==> src/rtl/i2c_regfile_arbiter_if.sv <==
`default_nettype none
// ============================================================================
// Module      : i2c_regfile_arbiter_if
// Description : Bus bundle for the register-file arbiter: I2C requester,
//               host requester, RAM primitive and event FIFO signals.
//               slave  = arbiter view, master = environment view.
// Revision    : 1.0 - initial release
// ============================================================================
interface i2c_regfile_arbiter_if #(
  parameter int ADDR_W    = 8,
  parameter int DATA_W    = 8,
  parameter int EVT_DEPTH = 8
);
  // I2C slave engine side
  logic                         i2c_req;
  logic                         i2c_we;
  logic [ADDR_W-1:0]            i2c_addr;
  logic [DATA_W-1:0]            i2c_wdata;
  logic                         i2c_gnt;
  logic [DATA_W-1:0]            i2c_rdata;
  logic                         i2c_rvalid;
  // Host command side
  logic                         host_req;
  logic                         host_we;
  logic [ADDR_W-1:0]            host_addr;
  logic [DATA_W-1:0]            host_wdata;
  logic                         host_gnt;
  logic [DATA_W-1:0]            host_rdata;
  logic                         host_rvalid;
  // RAM primitive
  logic                         ram_en;
  logic                         ram_we;
  logic [ADDR_W-1:0]            ram_addr;
  logic [DATA_W-1:0]            ram_wdata;
  logic [DATA_W-1:0]            ram_rdata;
  // Event FIFO
  logic                         evt_valid;
  logic [ADDR_W-1:0]            evt_addr;
  logic                         evt_ready;
  logic                         evt_overflow;
  logic                         evt_clear;
  logic [$clog2(EVT_DEPTH):0]   evt_count;

  modport slave (
    input  i2c_req, i2c_we, i2c_addr, i2c_wdata,
    output i2c_gnt, i2c_rdata, i2c_rvalid,
    input  host_req, host_we, host_addr, host_wdata,
    output host_gnt, host_rdata, host_rvalid,
    output ram_en, ram_we, ram_addr, ram_wdata,
    input  ram_rdata,
    output evt_valid, evt_addr, evt_overflow, evt_count,
    input  evt_ready, evt_clear
  );

  modport master (
    output i2c_req, i2c_we, i2c_addr, i2c_wdata,
    input  i2c_gnt, i2c_rdata, i2c_rvalid,
    output host_req, host_we, host_addr, host_wdata,
    input  host_gnt, host_rdata, host_rvalid,
    input  ram_en, ram_we, ram_addr, ram_wdata,
    output ram_rdata,
    input  evt_valid, evt_addr, evt_overflow, evt_count,
    output evt_ready, evt_clear
  );
endinterface
`default_nettype wire

==> src/rtl/i2c_regfile_arbiter.sv <==
`default_nettype none
// ============================================================================
// Module      : i2c_regfile_arbiter
// Description : Shares one single-port register RAM between the I2C slave
//               engine (primary) and the host command path (secondary, with
//               anti-starvation), and logs every I2C-written address in a
//               small event FIFO for upload by the host.
// Revision    : 1.0 - initial release
// ============================================================================
module i2c_regfile_arbiter #(
  parameter int ADDR_W       = 8,
  parameter int DATA_W       = 8,
  parameter int EVT_DEPTH    = 8,
  parameter int STARVE_LIMIT = 4
) (
  input  logic                  clk,
  input  logic                  rst_n,
  i2c_regfile_arbiter_if.slave  bus
);

  localparam int c_PTR_W = $clog2(EVT_DEPTH);
  localparam int c_CNT_W = $clog2(EVT_DEPTH) + 1;
  localparam int c_STV_W = $clog2(STARVE_LIMIT + 1);
  localparam logic [c_STV_W-1:0] c_STV_MAX = c_STV_W'(STARVE_LIMIT);
  localparam logic [c_CNT_W-1:0] c_FULL    = c_CNT_W'(EVT_DEPTH);

  logic [c_STV_W-1:0] r_starve;
  logic               w_host_prio;
  logic               w_i2c_gnt;
  logic               w_host_gnt;

  logic               r_i2c_rvalid;
  logic [DATA_W-1:0]  r_i2c_rdata;
  logic               r_host_rvalid;
  logic [DATA_W-1:0]  r_host_rdata;

  logic [ADDR_W-1:0]  r_mem [EVT_DEPTH];
  logic [c_PTR_W-1:0] r_wptr;
  logic [c_PTR_W-1:0] r_rptr;
  logic [c_CNT_W-1:0] r_count;
  logic               r_ovf;
  logic               w_push;
  logic               w_pop;
  logic               w_full;
  logic               w_empty;
  logic               w_push_ok;
  logic               w_mem_we;
  logic [c_PTR_W-1:0] w_mem_idx;

  // --------------------------------------------------------------------------
  // Arbitration: I2C wins ties unless the host has been denied long enough.
  // --------------------------------------------------------------------------
  assign w_host_prio = (r_starve >= c_STV_MAX);
  assign w_i2c_gnt   = bus.i2c_req && !(bus.host_req && w_host_prio);
  assign w_host_gnt  = bus.host_req && !w_i2c_gnt;

  assign bus.i2c_gnt  = w_i2c_gnt;
  assign bus.host_gnt = w_host_gnt;

  // Steer the granted requester onto the RAM port in the same cycle.
  always_comb begin
    bus.ram_en    = 1'b0;
    bus.ram_we    = 1'b0;
    bus.ram_addr  = '0;
    bus.ram_wdata = '0;
    if (w_i2c_gnt) begin
      bus.ram_en    = 1'b1;
      bus.ram_we    = bus.i2c_we;
      bus.ram_addr  = bus.i2c_addr;
      bus.ram_wdata = bus.i2c_wdata;
    end else if (w_host_gnt) begin
      bus.ram_en    = 1'b1;
      bus.ram_we    = bus.host_we;
      bus.ram_addr  = bus.host_addr;
      bus.ram_wdata = bus.host_wdata;
    end
  end

  // Count consecutive denied host cycles, saturating; cleared on a host grant.
  always_ff @(posedge clk or negedge rst_n) begin
    if (!rst_n) begin
      r_starve <= '0;
    end else if (w_host_gnt) begin
      r_starve <= '0;
    end else if (bus.host_req && (r_starve < c_STV_MAX)) begin
      r_starve <= r_starve + c_STV_W'(1);
    end
  end

  // --------------------------------------------------------------------------
  // Read return. The RAM presents data one cycle after the access, so the
  // valid pulse is registered and the data is passed straight through in that
  // cycle, then held in a per-side register until the next read on that side.
  // --------------------------------------------------------------------------
  // Track outstanding reads per side and capture the returned data.
  always_ff @(posedge clk or negedge rst_n) begin
    if (!rst_n) begin
      r_i2c_rvalid  <= 1'b0;
      r_i2c_rdata   <= '0;
      r_host_rvalid <= 1'b0;
      r_host_rdata  <= '0;
    end else begin
      r_i2c_rvalid  <= w_i2c_gnt && !bus.i2c_we;
      r_host_rvalid <= w_host_gnt && !bus.host_we;
      if (r_i2c_rvalid) begin
        r_i2c_rdata <= bus.ram_rdata;
      end
      if (r_host_rvalid) begin
        r_host_rdata <= bus.ram_rdata;
      end
    end
  end

  assign bus.i2c_rvalid  = r_i2c_rvalid;
  assign bus.host_rvalid = r_host_rvalid;
  assign bus.i2c_rdata   = r_i2c_rvalid  ? bus.ram_rdata : r_i2c_rdata;
  assign bus.host_rdata  = r_host_rvalid ? bus.ram_rdata : r_host_rdata;

  // --------------------------------------------------------------------------
  // Event FIFO of I2C-written addresses.
  // --------------------------------------------------------------------------
  assign w_push    = w_i2c_gnt && bus.i2c_we;
  assign w_empty   = (r_count == '0);
  assign w_full    = (r_count == c_FULL);
  assign w_pop     = !w_empty && bus.evt_ready;
  // A simultaneous pop frees the slot, so a push on a full FIFO still lands.
  assign w_push_ok = w_push && (!w_full || w_pop);
  // A clear restarts the FIFO, so a coincident push goes to slot 0.
  assign w_mem_we  = bus.evt_clear ? w_push : w_push_ok;
  assign w_mem_idx = bus.evt_clear ? '0 : r_wptr;

  // Entry storage; contents are only observed through valid entries.
  always_ff @(posedge clk) begin
    if (w_mem_we) begin
      r_mem[w_mem_idx] <= bus.i2c_addr;
    end
  end

  // Pointers, occupancy and sticky overflow flag.
  always_ff @(posedge clk or negedge rst_n) begin
    if (!rst_n) begin
      r_wptr  <= '0;
      r_rptr  <= '0;
      r_count <= '0;
      r_ovf   <= 1'b0;
    end else if (bus.evt_clear) begin
      r_rptr  <= '0;
      r_wptr  <= w_push ? c_PTR_W'(1) : '0;
      r_count <= w_push ? c_CNT_W'(1) : '0;
      r_ovf   <= 1'b0;
    end else begin
      if (w_push_ok) begin
        r_wptr <= r_wptr + c_PTR_W'(1);
      end
      if (w_pop) begin
        r_rptr <= r_rptr + c_PTR_W'(1);
      end
      case ({w_push_ok, w_pop})
        2'b10:   r_count <= r_count + c_CNT_W'(1);
        2'b01:   r_count <= r_count - c_CNT_W'(1);
        default: r_count <= r_count;
      endcase
      if (w_push && w_full && !w_pop) begin
        r_ovf <= 1'b1;
      end
    end
  end

  assign bus.evt_valid    = !w_empty;
  assign bus.evt_addr     = w_empty ? '0 : r_mem[r_rptr];
  assign bus.evt_count    = r_count;
  assign bus.evt_overflow = r_ovf;

endmodule
`default_nettype wire

==> src/flat_wrapper.sv <==
// flat-port wrapper written by rule: the top's interface ports become plain ports
module i2c_regfile_arbiter_flat 
#(
  parameter int ADDR_W       = 8,
  parameter int DATA_W       = 8,
  parameter int EVT_DEPTH    = 8,
  parameter int STARVE_LIMIT = 4
)
  (clk, rst_n, bus_i2c_req, bus_i2c_we, bus_i2c_addr, bus_i2c_wdata, bus_i2c_gnt, bus_i2c_rdata, bus_i2c_rvalid, bus_host_req, bus_host_we, bus_host_addr, bus_host_wdata, bus_host_gnt, bus_host_rdata, bus_host_rvalid, bus_ram_en, bus_ram_we, bus_ram_addr, bus_ram_wdata, bus_ram_rdata, bus_evt_valid, bus_evt_addr, bus_evt_overflow, bus_evt_count, bus_evt_ready, bus_evt_clear);
  i2c_regfile_arbiter_if #(.ADDR_W(ADDR_W), .DATA_W(DATA_W), .EVT_DEPTH(EVT_DEPTH)) bus_i ();
  input  logic clk;
  input  logic rst_n;
  input wire logic [$bits(bus_i.i2c_req)-1:0] bus_i2c_req;
  input wire logic [$bits(bus_i.i2c_we)-1:0] bus_i2c_we;
  input wire logic [$bits(bus_i.i2c_addr)-1:0] bus_i2c_addr;
  input wire logic [$bits(bus_i.i2c_wdata)-1:0] bus_i2c_wdata;
  output wire logic [$bits(bus_i.i2c_gnt)-1:0] bus_i2c_gnt;
  output wire logic [$bits(bus_i.i2c_rdata)-1:0] bus_i2c_rdata;
  output wire logic [$bits(bus_i.i2c_rvalid)-1:0] bus_i2c_rvalid;
  input wire logic [$bits(bus_i.host_req)-1:0] bus_host_req;
  input wire logic [$bits(bus_i.host_we)-1:0] bus_host_we;
  input wire logic [$bits(bus_i.host_addr)-1:0] bus_host_addr;
  input wire logic [$bits(bus_i.host_wdata)-1:0] bus_host_wdata;
  output wire logic [$bits(bus_i.host_gnt)-1:0] bus_host_gnt;
  output wire logic [$bits(bus_i.host_rdata)-1:0] bus_host_rdata;
  output wire logic [$bits(bus_i.host_rvalid)-1:0] bus_host_rvalid;
  output wire logic [$bits(bus_i.ram_en)-1:0] bus_ram_en;
  output wire logic [$bits(bus_i.ram_we)-1:0] bus_ram_we;
  output wire logic [$bits(bus_i.ram_addr)-1:0] bus_ram_addr;
  output wire logic [$bits(bus_i.ram_wdata)-1:0] bus_ram_wdata;
  input wire logic [$bits(bus_i.ram_rdata)-1:0] bus_ram_rdata;
  output wire logic [$bits(bus_i.evt_valid)-1:0] bus_evt_valid;
  output wire logic [$bits(bus_i.evt_addr)-1:0] bus_evt_addr;
  output wire logic [$bits(bus_i.evt_overflow)-1:0] bus_evt_overflow;
  output wire logic [$bits(bus_i.evt_count)-1:0] bus_evt_count;
  input wire logic [$bits(bus_i.evt_ready)-1:0] bus_evt_ready;
  input wire logic [$bits(bus_i.evt_clear)-1:0] bus_evt_clear;
  assign bus_i.i2c_req = bus_i2c_req;
  assign bus_i.i2c_we = bus_i2c_we;
  assign bus_i.i2c_addr = bus_i2c_addr;
  assign bus_i.i2c_wdata = bus_i2c_wdata;
  assign bus_i2c_gnt = bus_i.i2c_gnt;
  assign bus_i2c_rdata = bus_i.i2c_rdata;
  assign bus_i2c_rvalid = bus_i.i2c_rvalid;
  assign bus_i.host_req = bus_host_req;
  assign bus_i.host_we = bus_host_we;
  assign bus_i.host_addr = bus_host_addr;
  assign bus_i.host_wdata = bus_host_wdata;
  assign bus_host_gnt = bus_i.host_gnt;
  assign bus_host_rdata = bus_i.host_rdata;
  assign bus_host_rvalid = bus_i.host_rvalid;
  assign bus_ram_en = bus_i.ram_en;
  assign bus_ram_we = bus_i.ram_we;
  assign bus_ram_addr = bus_i.ram_addr;
  assign bus_ram_wdata = bus_i.ram_wdata;
  assign bus_i.ram_rdata = bus_ram_rdata;
  assign bus_evt_valid = bus_i.evt_valid;
  assign bus_evt_addr = bus_i.evt_addr;
  assign bus_evt_overflow = bus_i.evt_overflow;
  assign bus_evt_count = bus_i.evt_count;
  assign bus_i.evt_ready = bus_evt_ready;
  assign bus_i.evt_clear = bus_evt_clear;
  i2c_regfile_arbiter #(.ADDR_W(ADDR_W), .DATA_W(DATA_W), .EVT_DEPTH(EVT_DEPTH), .STARVE_LIMIT(STARVE_LIMIT)) u_core (.clk(clk), .rst_n(rst_n), .bus(bus_i));
endmodule
==> config.mk <==
export PLATFORM = sky130hd
export DESIGN_NAME = i2c_regfile_arbiter_flat
export DESIGN_NICKNAME = d
export VERILOG_FILES = /design/src/rtl/i2c_regfile_arbiter_if.sv /design/src/rtl/i2c_regfile_arbiter.sv /design/src/flat_wrapper.sv
export SDC_FILE = /design/constraint.sdc
export NUM_CORES = 1
export LEC_CHECK = 0
export ABC_AREA = 0
export CAP_MARGIN = 20
export CORE_UTILIZATION = 45
export CTS_CLUSTER_SIZE = 12
export DETAILED_ROUTE_END_ITERATION = 7
export PLACE_DENSITY = 0.73
export SYNTH_ARGS = -nofsm -noshare
export SYNTH_HDL_FRONTEND = slang
export SYNTH_SLANG_ARGS = --single-unit
==> constraint.sdc <==
create_clock -name clk -period 4.4 [get_ports clk]
set_input_delay 0.66 -clock clk [delete_from_list [all_inputs] [get_ports clk]]
set_output_delay 0.66 -clock clk [all_outputs]
set_load 0.1 [all_outputs]
Yosys cells after proc, flatten, opt, wreduce, memory -nomap -nowiden:

Memory sizes are Yosys's and may differ from the RTL's.
Index checks and enable logic that the tools add are counted.

* $add $sub $neg: 5
* order comparisons: 2
* equality and inequality tests: 3
* muxes and demuxes: 27
* reductions and logical operators: 25

Operators with widths (number)
* $mux W8: 7
* $mux W3: 7
* $logic_and A1 B1 Y1: 11
* $mux W1: 11
* $add A3 B1 Y3 const B: 3
* $pmux W4 S2: 1
* $reduce_bool A2 Y1: 4
* $logic_not A1 Y1: 7
* $add A4 B1 Y4 const B: 1
* $eq A4 B4 Y1 const B: 1
* $logic_not A4 Y1: 1
* $mux W4: 1
* $sub A4 B1 Y4 const B: 1
* $ge A3 B3 Y1 const B: 1
* $lt A3 B3 Y1 const B: 1
* $reduce_bool A3 Y1: 1
* $eq A2 B1 Y1 const B: 1
* $eq A2 B2 Y1 const B: 1
* $logic_or A1 B1 Y1: 1

* bits in registers: 32
* memory bits (writable): 64
* word-level logic and storage cells: 72
* memories: 1

Memories
* u_core.r_mem: words 8, width 8, read ports 1, clocked after memory_dff 0, wr ports 1, RTL line i2c_regfile_arbiter.sv:37 `logic [ADDR_W-1:0] r_mem [EVT_DEPTH];`

Depth between registers and ports, before layout:

Gate-level depths: netlist of the first run.

* word-level depth: 9
* gate-level depth with buffers: 9

Worst setup path after synthesis of the first run:

OpenSTA, ideal clock, no wires.

* path type: in2out
* start: in bus_i2c_req
* end: out bus_ram_addr[0]
* data arrival time: 2.995 ns
* data required time: 3.740 ns
* path slack: 0.745 ns
* stages on the path: 6
* cells stage by stage: a21bo_2 inv_1 buf_2 buf_1 nand2_1 nand2_1

* longest elaborated chain between the ends: 5

Ends and longest elaborated chain
* start, declared: RTL line flat_wrapper.sv:13 `input wire logic [$bits(bus_i.i2c_req)-1:0] bus_i2c_req;`
* $logic_and A1 B1 Y1 *: RTL line i2c_regfile_arbiter.sv:54 `assign w_i2c_gnt = bus.i2c_req && !(bus.host_req && w_host_prio);`
* named net bus_i2c_gnt: RTL line flat_wrapper.sv:17 `output wire logic [$bits(bus_i.i2c_gnt)-1:0] bus_i2c_gnt;`
* $logic_not A1 Y1: RTL line i2c_regfile_arbiter.sv:55 `assign w_host_gnt = bus.host_req && !w_i2c_gnt;`
* $logic_and A1 B1 Y1: RTL line i2c_regfile_arbiter.sv:55
* $mux W8: RTL line i2c_regfile_arbiter.sv:71 `end else if (w_host_gnt) begin`
* $mux W8 *: RTL line i2c_regfile_arbiter.sv:66 `if (w_i2c_gnt) begin`
* end, declared: RTL line flat_wrapper.sv:29 `output wire logic [$bits(bus_i.ram_addr)-1:0] bus_ram_addr;`

The timed path passes the listed nets; every way through them passes the cells marked *.

Worst setup path in the final report of the first run:

* start: reg u_core.r_rptr[0]
* end: out bus_evt_addr[0]

* longest elaborated chain between the ends: 2

Ends and longest elaborated chain
* start, declared: RTL line i2c_regfile_arbiter.sv:39 `logic [c_PTR_W-1:0] r_rptr;`
* start signal, assigned: RTL line i2c_regfile_arbiter.sv:156 `r_rptr <= r_rptr + c_PTR_W'(1);`
* $mem_v2 Z8 W8
* $mux W8: RTL line i2c_regfile_arbiter.sv:170 `assign bus.evt_addr = w_empty ? '0 : r_mem[r_rptr];`
* end, declared: RTL line flat_wrapper.sv:33 `output wire logic [$bits(bus_i.evt_addr)-1:0] bus_evt_addr;`

No other way between the ends.

==> summary.txt, run 1 <==
Main synth FF type - edfxtp_1
EDFF count, synth - 64
area occupied by multi-input gates - 1410 um2
Final Util - 62.3%
initial antenna violation count - 0
Synth Area in Adders - 1.47%
RSZ-0062 raised after global routing - false
mux contribution to synthesized area - 15.3%
CP bufs+invs - 2
asr flop ratio synth - 33.3%
Internal - 1.71 mW
post-synthesis cell type count - 46
Reg area - 2720 um2
XOR/XNOR share of the synthesized area - 0.824%
number of warning messages in the yosys log - 0
CTS Root Cell - clkbuf_8
overall routing resource usage - 21.2%
die area - 9840 um2
critical path's slowest cell - clkdlybuf4s50_1
Total Power - 3.27 mW
CTS resizes - 0
Final Skew - 0.0152 ns
CTS sink cnt - 96
most frequent cell after synthesis - edfxtp_1
n_diodes - 0
Max FO, Critical Path - 12
Num CTS Buffers - 9
worst slew pin tran - 0.992 ns
Seq pwr share - 33.7%
syn nets - 355
Max Slew Vio Count - 0
Syn Area/Cell - 14.1 um2
Pre-antenna DRT Iters - 4
post-synthesis compound-gate area fraction - 4.27%
Synth top cells by count - edfxtp_1 (64), nand2_1 (43), dfrtp_1 (32)
post-CTS setup buffer count - 0
Post-Syn Area - 4250 um2
endpoints failing setup - 0
area grow syn2layout - 34.7%
filler instances - 724
largest net degree at the start of global routing - 33
initial DRC count - 158
routed vias - 2795
maximum capacitance violations - 0
Synth area leader - edfxtp_1
Critical Path Sink Type - output port
total grt overflow - 0
gpl congestion - 0.776
VDD IR max - 0.758 mV
register bit total from synthesis - 96
Yosys top cell area share - 45.2%
total wire length - 9.42 mm
Max clock buf depth - 2
fmax - 0.271 GHz
post-route clock period utilization - 83.8%
Post-CTS Hold Buffers - 0
IO buf count - 99
Final Critical Period - 3.69 ns
PwrDens - 571 nW/um2
DRC - 0
layout cells sized above 1 - 22.4%
Layout Nets - 458
required time worst endpoint - 3.74 ns
CP top delay family - buffers and inverters
clock share of power - 17.2%
Vias per Instance - 5.36
initial core utilization - 46.2%
Critical Path Start Type - flip-flop
outcome - finished clean
critical-path cell list - buf_4 -> mux4_2 -> mux2i_1 -> nor2_1 -> clkdlybuf4s50_1
hpwl dp - 6.55 mm
Die Ht - 99.2 um
Leak - 2.15 nW
post-synthesis simple-gate area fraction - 11.2%
post-synthesis instance total - 302
CORE AREA - 9200 um2
CTS tree - yes
switching share of power - 47.7%
Critical Path AT - 3.03 ns
Row Count - 35
Area contributors post-synth - edfxtp_1 (45%), dfrtp_1 (19%), mux4_2 (8.5%)
relative slew slack - 33.7%
sequential-to-total area share from yosys stat - 64.0%
worst skew pair latency - 0.37 ns
die width - 99.2 um
H-tree depth - 3
hold crit path type - flip-flop to flip-flop
Avg WL per Cell - 18.1 um
Comb power frac - 49.1%
total negative slack - 0 ns
Final Hold Vio Count - 0
largest family of logic cells by synthesized area - multiplexers
P_sw - 1.56 mW
vias in the first global route - 2928
ANT nets after route - 0
Ports - 100
CP peak stage delay - 0.96 ns
Clock transition at path regs - 0.11 ns
global-route wire length before repair - 15.4 mm
WS Path Type - flip-flop to output port
-- cell type report --
type | instances | area share, %
clock buffer | 9 | 2.16
sequential | 96 | 47.5
tap | 111 | 2.42
multi-input combinational | 180 | 24.6
inverter | 8 | 0.524
timing repair buffer | 110 | 21.4
clock inverter | 7 | 1.38
-- registers in the layout (all words and copies together), names as in the netlist, 3 cells and up --
| register | count |
|---|---|
| u_core.r_mem | 64 |
| u_core.r_host_rdata | 8 |
| u_core.r_i2c_rdata | 8 |
| u_core.bus.evt_count | 4 |
| u_core.r_rptr | 3 |
| u_core.r_starve | 3 |
| u_core.r_wptr | 3 |
-- power groups by stage --
| stage | clock, mW | combinational (mW) | sequential [mW] |
|---|---|---|---|
| final | 0.563 | 1.61 | 1.10 |
| after global routing | 0.617 | 1.68 | 1.12 |
| after CTS | 0.575 | 1.62 | 1.10 |
| after detailed placement | 0 | 1.61 | 1.12 |
| after global placement | 0 | 1.60 | 1.12 |
| after floorplan | 0 | 1.16 | 1.19 |
-- kinds of logic (layout without fill, tap and decap cells) --
family | Yosys count | in the layout
muxes | 43 | 43
DFF | 96 | 96
AOI/OAI and AO/OA | 25 | 25
buffers and inverters | 26 | 134
xor gates and xnor gates | 4 | 4
and+or+nand+nor | 103 | 103
adders and majority gates | 5 | 5
-- layout by cell type (no fill, tap or decap), types with 2 or more instances in the layout --
cell              n
nor3_1            3
o22ai_1           2
nor2_1           23
mux4_2           16
mux2i_1          10
nor4_1            2
buf_12           17
clkinv_8          2
nand3b_1          2
nand2_1          43
inv_1             7
clkbuf_8          9
clkdlybuf4s50_1  75
inv_8             2
a21oi_1           6
xor2_1            3
a21o_1            2
o21ai_0           6
dfrtp_1          32
edfxtp_1         64
buf_4            18
ha_1              5
nand3_1          18
mux2_2           17
clkinvlp_4        2
-- routing by layer --
metal | wire (um) | GRT usage (%) | vias to the layer above
met4 | 116 | 7.81 | 0
met5 | 0 | 0 | -
li1 | - | - | 1319
met2 | 4630 | 34.0 | 97
met1 | 4150 | 28.5 | 1373
met3 | 515 | 4.85 | 6
-- per-stage QoR --
step / setup WS (ns) / instances / instance area, um2 / hold slack [ns]
after floorplan: 0.745 / 302 / 4250 / 0.364
after global placement: 1.09 / 505 / 5530 / 0.480
after detailed placement: 1.00 / 505 / 5530 / 0.484
after CTS: 0.655 / 521 / 5730 / 0.506
after global routing: 0.527 / 521 / 5730 / 0.517
final: 0.715 / 521 / 5730 / 0.501
-- path summary, 6_finish.rpt --
check	start	to	slack, ns	cells after the start
worst min register to register	u_core.r_host_rdata[2]$_DFF_PN0_	u_core.r_host_rdata[2]$_DFF_PN0_	0.50	1
worst min-delay path	u_core.r_host_rdata[2]$_DFF_PN0_	u_core.r_host_rdata[2]$_DFF_PN0_	0.50	1
worst max-delay path	u_core.r_rptr[0]$_DFFE_PN0P_	bus_evt_addr[0]	0.71	5
min in group asynchronous	rst_n	u_core.bus.evt_count[1]$_DFFE_PN0P_	0.68	2
max in group asynchronous	rst_n	u_core.r_host_rdata[3]$_DFF_PN0_	3.42	2
worst max register to register	u_core.r_starve[2]$_DFFE_PN0P_	u_core.bus.evt_count[3]$_DFFE_PN0P_	1.76	9
No activity file was read; power rests on OpenSTA's default activity.
==> run 2: changes to the inputs <==
==> constraint.sdc (replaced) <==
create_clock -name clk -period 3.5 [get_ports clk]
set_input_delay 0.525 -clock clk [delete_from_list [all_inputs] [get_ports clk]]
set_output_delay 0.525 -clock clk [all_outputs]
set_load 0.1 [all_outputs]
==> run 2 against run 1 <==
Net effect:
- design area down 0.28%
- largest power group unchanged
- highest routed layer unchanged
- sequential power increased by 25%
- critical path depth shrank 4
- first-iteration DRC count down 44%
- critical endpoint is now bus_host_rvalid
- register-to-register slack worse by 0.62 ns
==> summary.txt, run 2 (synthesized netlist as in run 1, its figures left out) <==
CP bufs+invs - 1
layout cells sized above 1 - 28.3%
PwrDens - 718 nW/um2
Max FO, Critical Path - 9
outcome - finished clean
Avg WL per Cell - 17.9 um
filler instances - 707
initial antenna violation count - 0
WHS Path Cells - 1
critical path's slowest cell - clkdlybuf4s50_1
DRC - 0
Clock transition at path regs - 0.09 ns
total wire length - 9.37 mm
Critical Path Start Type - flip-flop
Final Skew - 0.00660 ns
CTS tree - yes
Largest regs - u_core.r_mem x64, u_core.r_host_rdata x8, u_core.r_i2c_rdata x8
WHS Endpoint - u_core.r_i2c_rdata[7]$_DFF_PN0_
Final Hold Vio Count - 0
Max clock buf depth - 2
initial core utilization - 46.2%
Reg area - 2720 um2
maximum capacitance violations - 0
Leak - 2.20 nW
critical-path cell list - clkdlybuf4s50_1
Critical Path Sink Type - output port
CP top delay family - buffers and inverters
total grt overflow - 0
Final Critical Period - 2.67 ns
hpwl dp - 6.66 mm
post-route clock period utilization - 76.3%
RR Endpoint - u_core.bus.evt_count[3]$_DFFE_PN0P_
worst skew pair latency - 0.35 ns
Max Slew Vio Count - 0
CTS resizes - 0
area occupied by multi-input gates - 1410 um2
die area - 9840 um2
switching share of power - 46.9%
most frequent cells in the layout - edfxtp_1 (64), clkdlybuf4s50_1 (53), nand2_1 (43)
flop-to-flop setup slack - 1.14 ns
WS Path Type - flip-flop to output port
CP peak stage delay - 1.21 ns
fmax - 0.375 GHz
required time worst endpoint - 2.97 ns
Row Count - 35
worst slew pin tran - 0.993 ns
Ports - 100
Num CTS Buffers - 9
Seq pwr share - 33.5%
die width - 99.2 um
Pre-antenna DRT Iters - 4
Final Util - 62.1%
overall routing resource usage - 20.4%
vias in the first global route - 2950
post-CTS setup buffer count - 0
hold crit path type - flip-flop to flip-flop
endpoints failing setup - 0
P_sw - 1.92 mW
n_diodes - 0
total negative slack - 0 ns
CTS sink cnt - 96
RR Startpoint - u_core.bus.evt_count[1]$_DFFE_PN0P_
Reg with most FFs - u_core.r_mem
H-tree depth - 3
routed vias - 2841
Layout Nets - 461
Internal - 2.18 mW
commonest non-fill, non-tap cell in the layout - edfxtp_1
Vias per Instance - 5.42
largest net degree at the start of global routing - 33
initial DRC count - 88
R2R depth - 9
relative slew slack - 33.6%
ANT nets after route - 0
CORE AREA - 9200 um2
Post-CTS Hold Buffers - 0
area grow syn2layout - 34.3%
RSZ-0062 raised after global routing - false
Critical Path AT - 2.15 ns
clock share of power - 17.1%
global-route wire length before repair - 15.2 mm
Die Ht - 99.2 um
VDD IR max - 0.883 mV
number of flip-flops under the largest register name - 64
CTS Root Cell - clkbuf_8
gpl congestion - 0.800
Hold Startpoint - u_core.r_i2c_rdata[7]$_DFF_PN0_
Comb power frac - 49.4%
IO buf count - 99
## run 2: cell types whose count changed in the layout (fill, tap and decap cells not counted), sizes merged
cell / before / now
bufinv: 0 / 1
buf: 35 / 60
inv: 10 / 9
clkdlybuf4s50: 75 / 53
## run 2: worst max path at each step
stage	startpoint	endpoint	slack, ns	cells after the start
floorplan	bus_i2c_req	bus_ram_addr[0]	0.12	6
global placement	bus_i2c_req	u_core.bus.evt_count[3]$_DFFE_PN0P_	0.73	10
detailed placement	bus_i2c_req	u_core.bus.evt_count[3]$_DFFE_PN0P_	0.59	10
CTS	u_core.bus.host_rvalid$_DFF_PN0_	bus_host_rvalid	0.80	1
global route	bus_i2c_req	bus_ram_addr[1]	0.71	7
finish	u_core.bus.host_rvalid$_DFF_PN0_	bus_host_rvalid	0.83	1
## run 2: area by class of cell
class | instances | share of cell area (%)
multi-input combinational | 180 | 24.6
clock buffer | 9 | 2.17
timing repair buffer | 113 | 21.3
clock inverter | 7 | 1.23
inverter | 8 | 0.526
sequential | 96 | 47.7
tap | 111 | 2.43
## run 2: worst register-to-register path, cell delays in order (launching register included)
cell and delay (ns):
dfrtp_1 0.50, nor4_2 0.31, buf_4 0.27, a211oi_2 0.11, ha_1 0.34, a31oi_1 0.10
nor4_1 0.29, o21bai_1 0.17, a21oi_1 0.08, o21ai_0 0.13
## run 2: power groups by stage
| stage | clock (mW) | sequential, mW | combinational, mW |
|---|---|---|---|
| 6_report | 0.702 | 1.37 | 2.03 |
| 5_1_grt | 0.750 | 1.39 | 2.11 |
| 4_1_cts | 0.712 | 1.38 | 2.04 |
| 3_5_place_dp | 0 | 1.40 | 2.03 |
| 3_3_place_gp | 0 | 1.39 | 2.01 |
| 2_1_floorplan | 0 | 1.50 | 1.46 |
## run 2: per-stage QoR
step	worst slack [ns]	instances	area (um2)	total power, mW	hold slack (ns)
finish	0.830	524	5710	4.10	0.503
global route	0.706	524	5710	4.25	0.519
CTS	0.798	524	5710	4.12	0.508
detailed placement	0.591	508	5520	3.43	0.487
global placement	0.728	508	5520	3.40	0.481
floorplan	0.115	302	4250	2.95	0.229
## run 2: metal layers
metal	part of all wire [%]	up-vias	GRT usage [%]
met4	1.7	0	6.45
met3	5.3	14	4.36
met1	42	1418	26.0
li1	-	1318	-
met2	51	91	34.9
met5	0	-	0
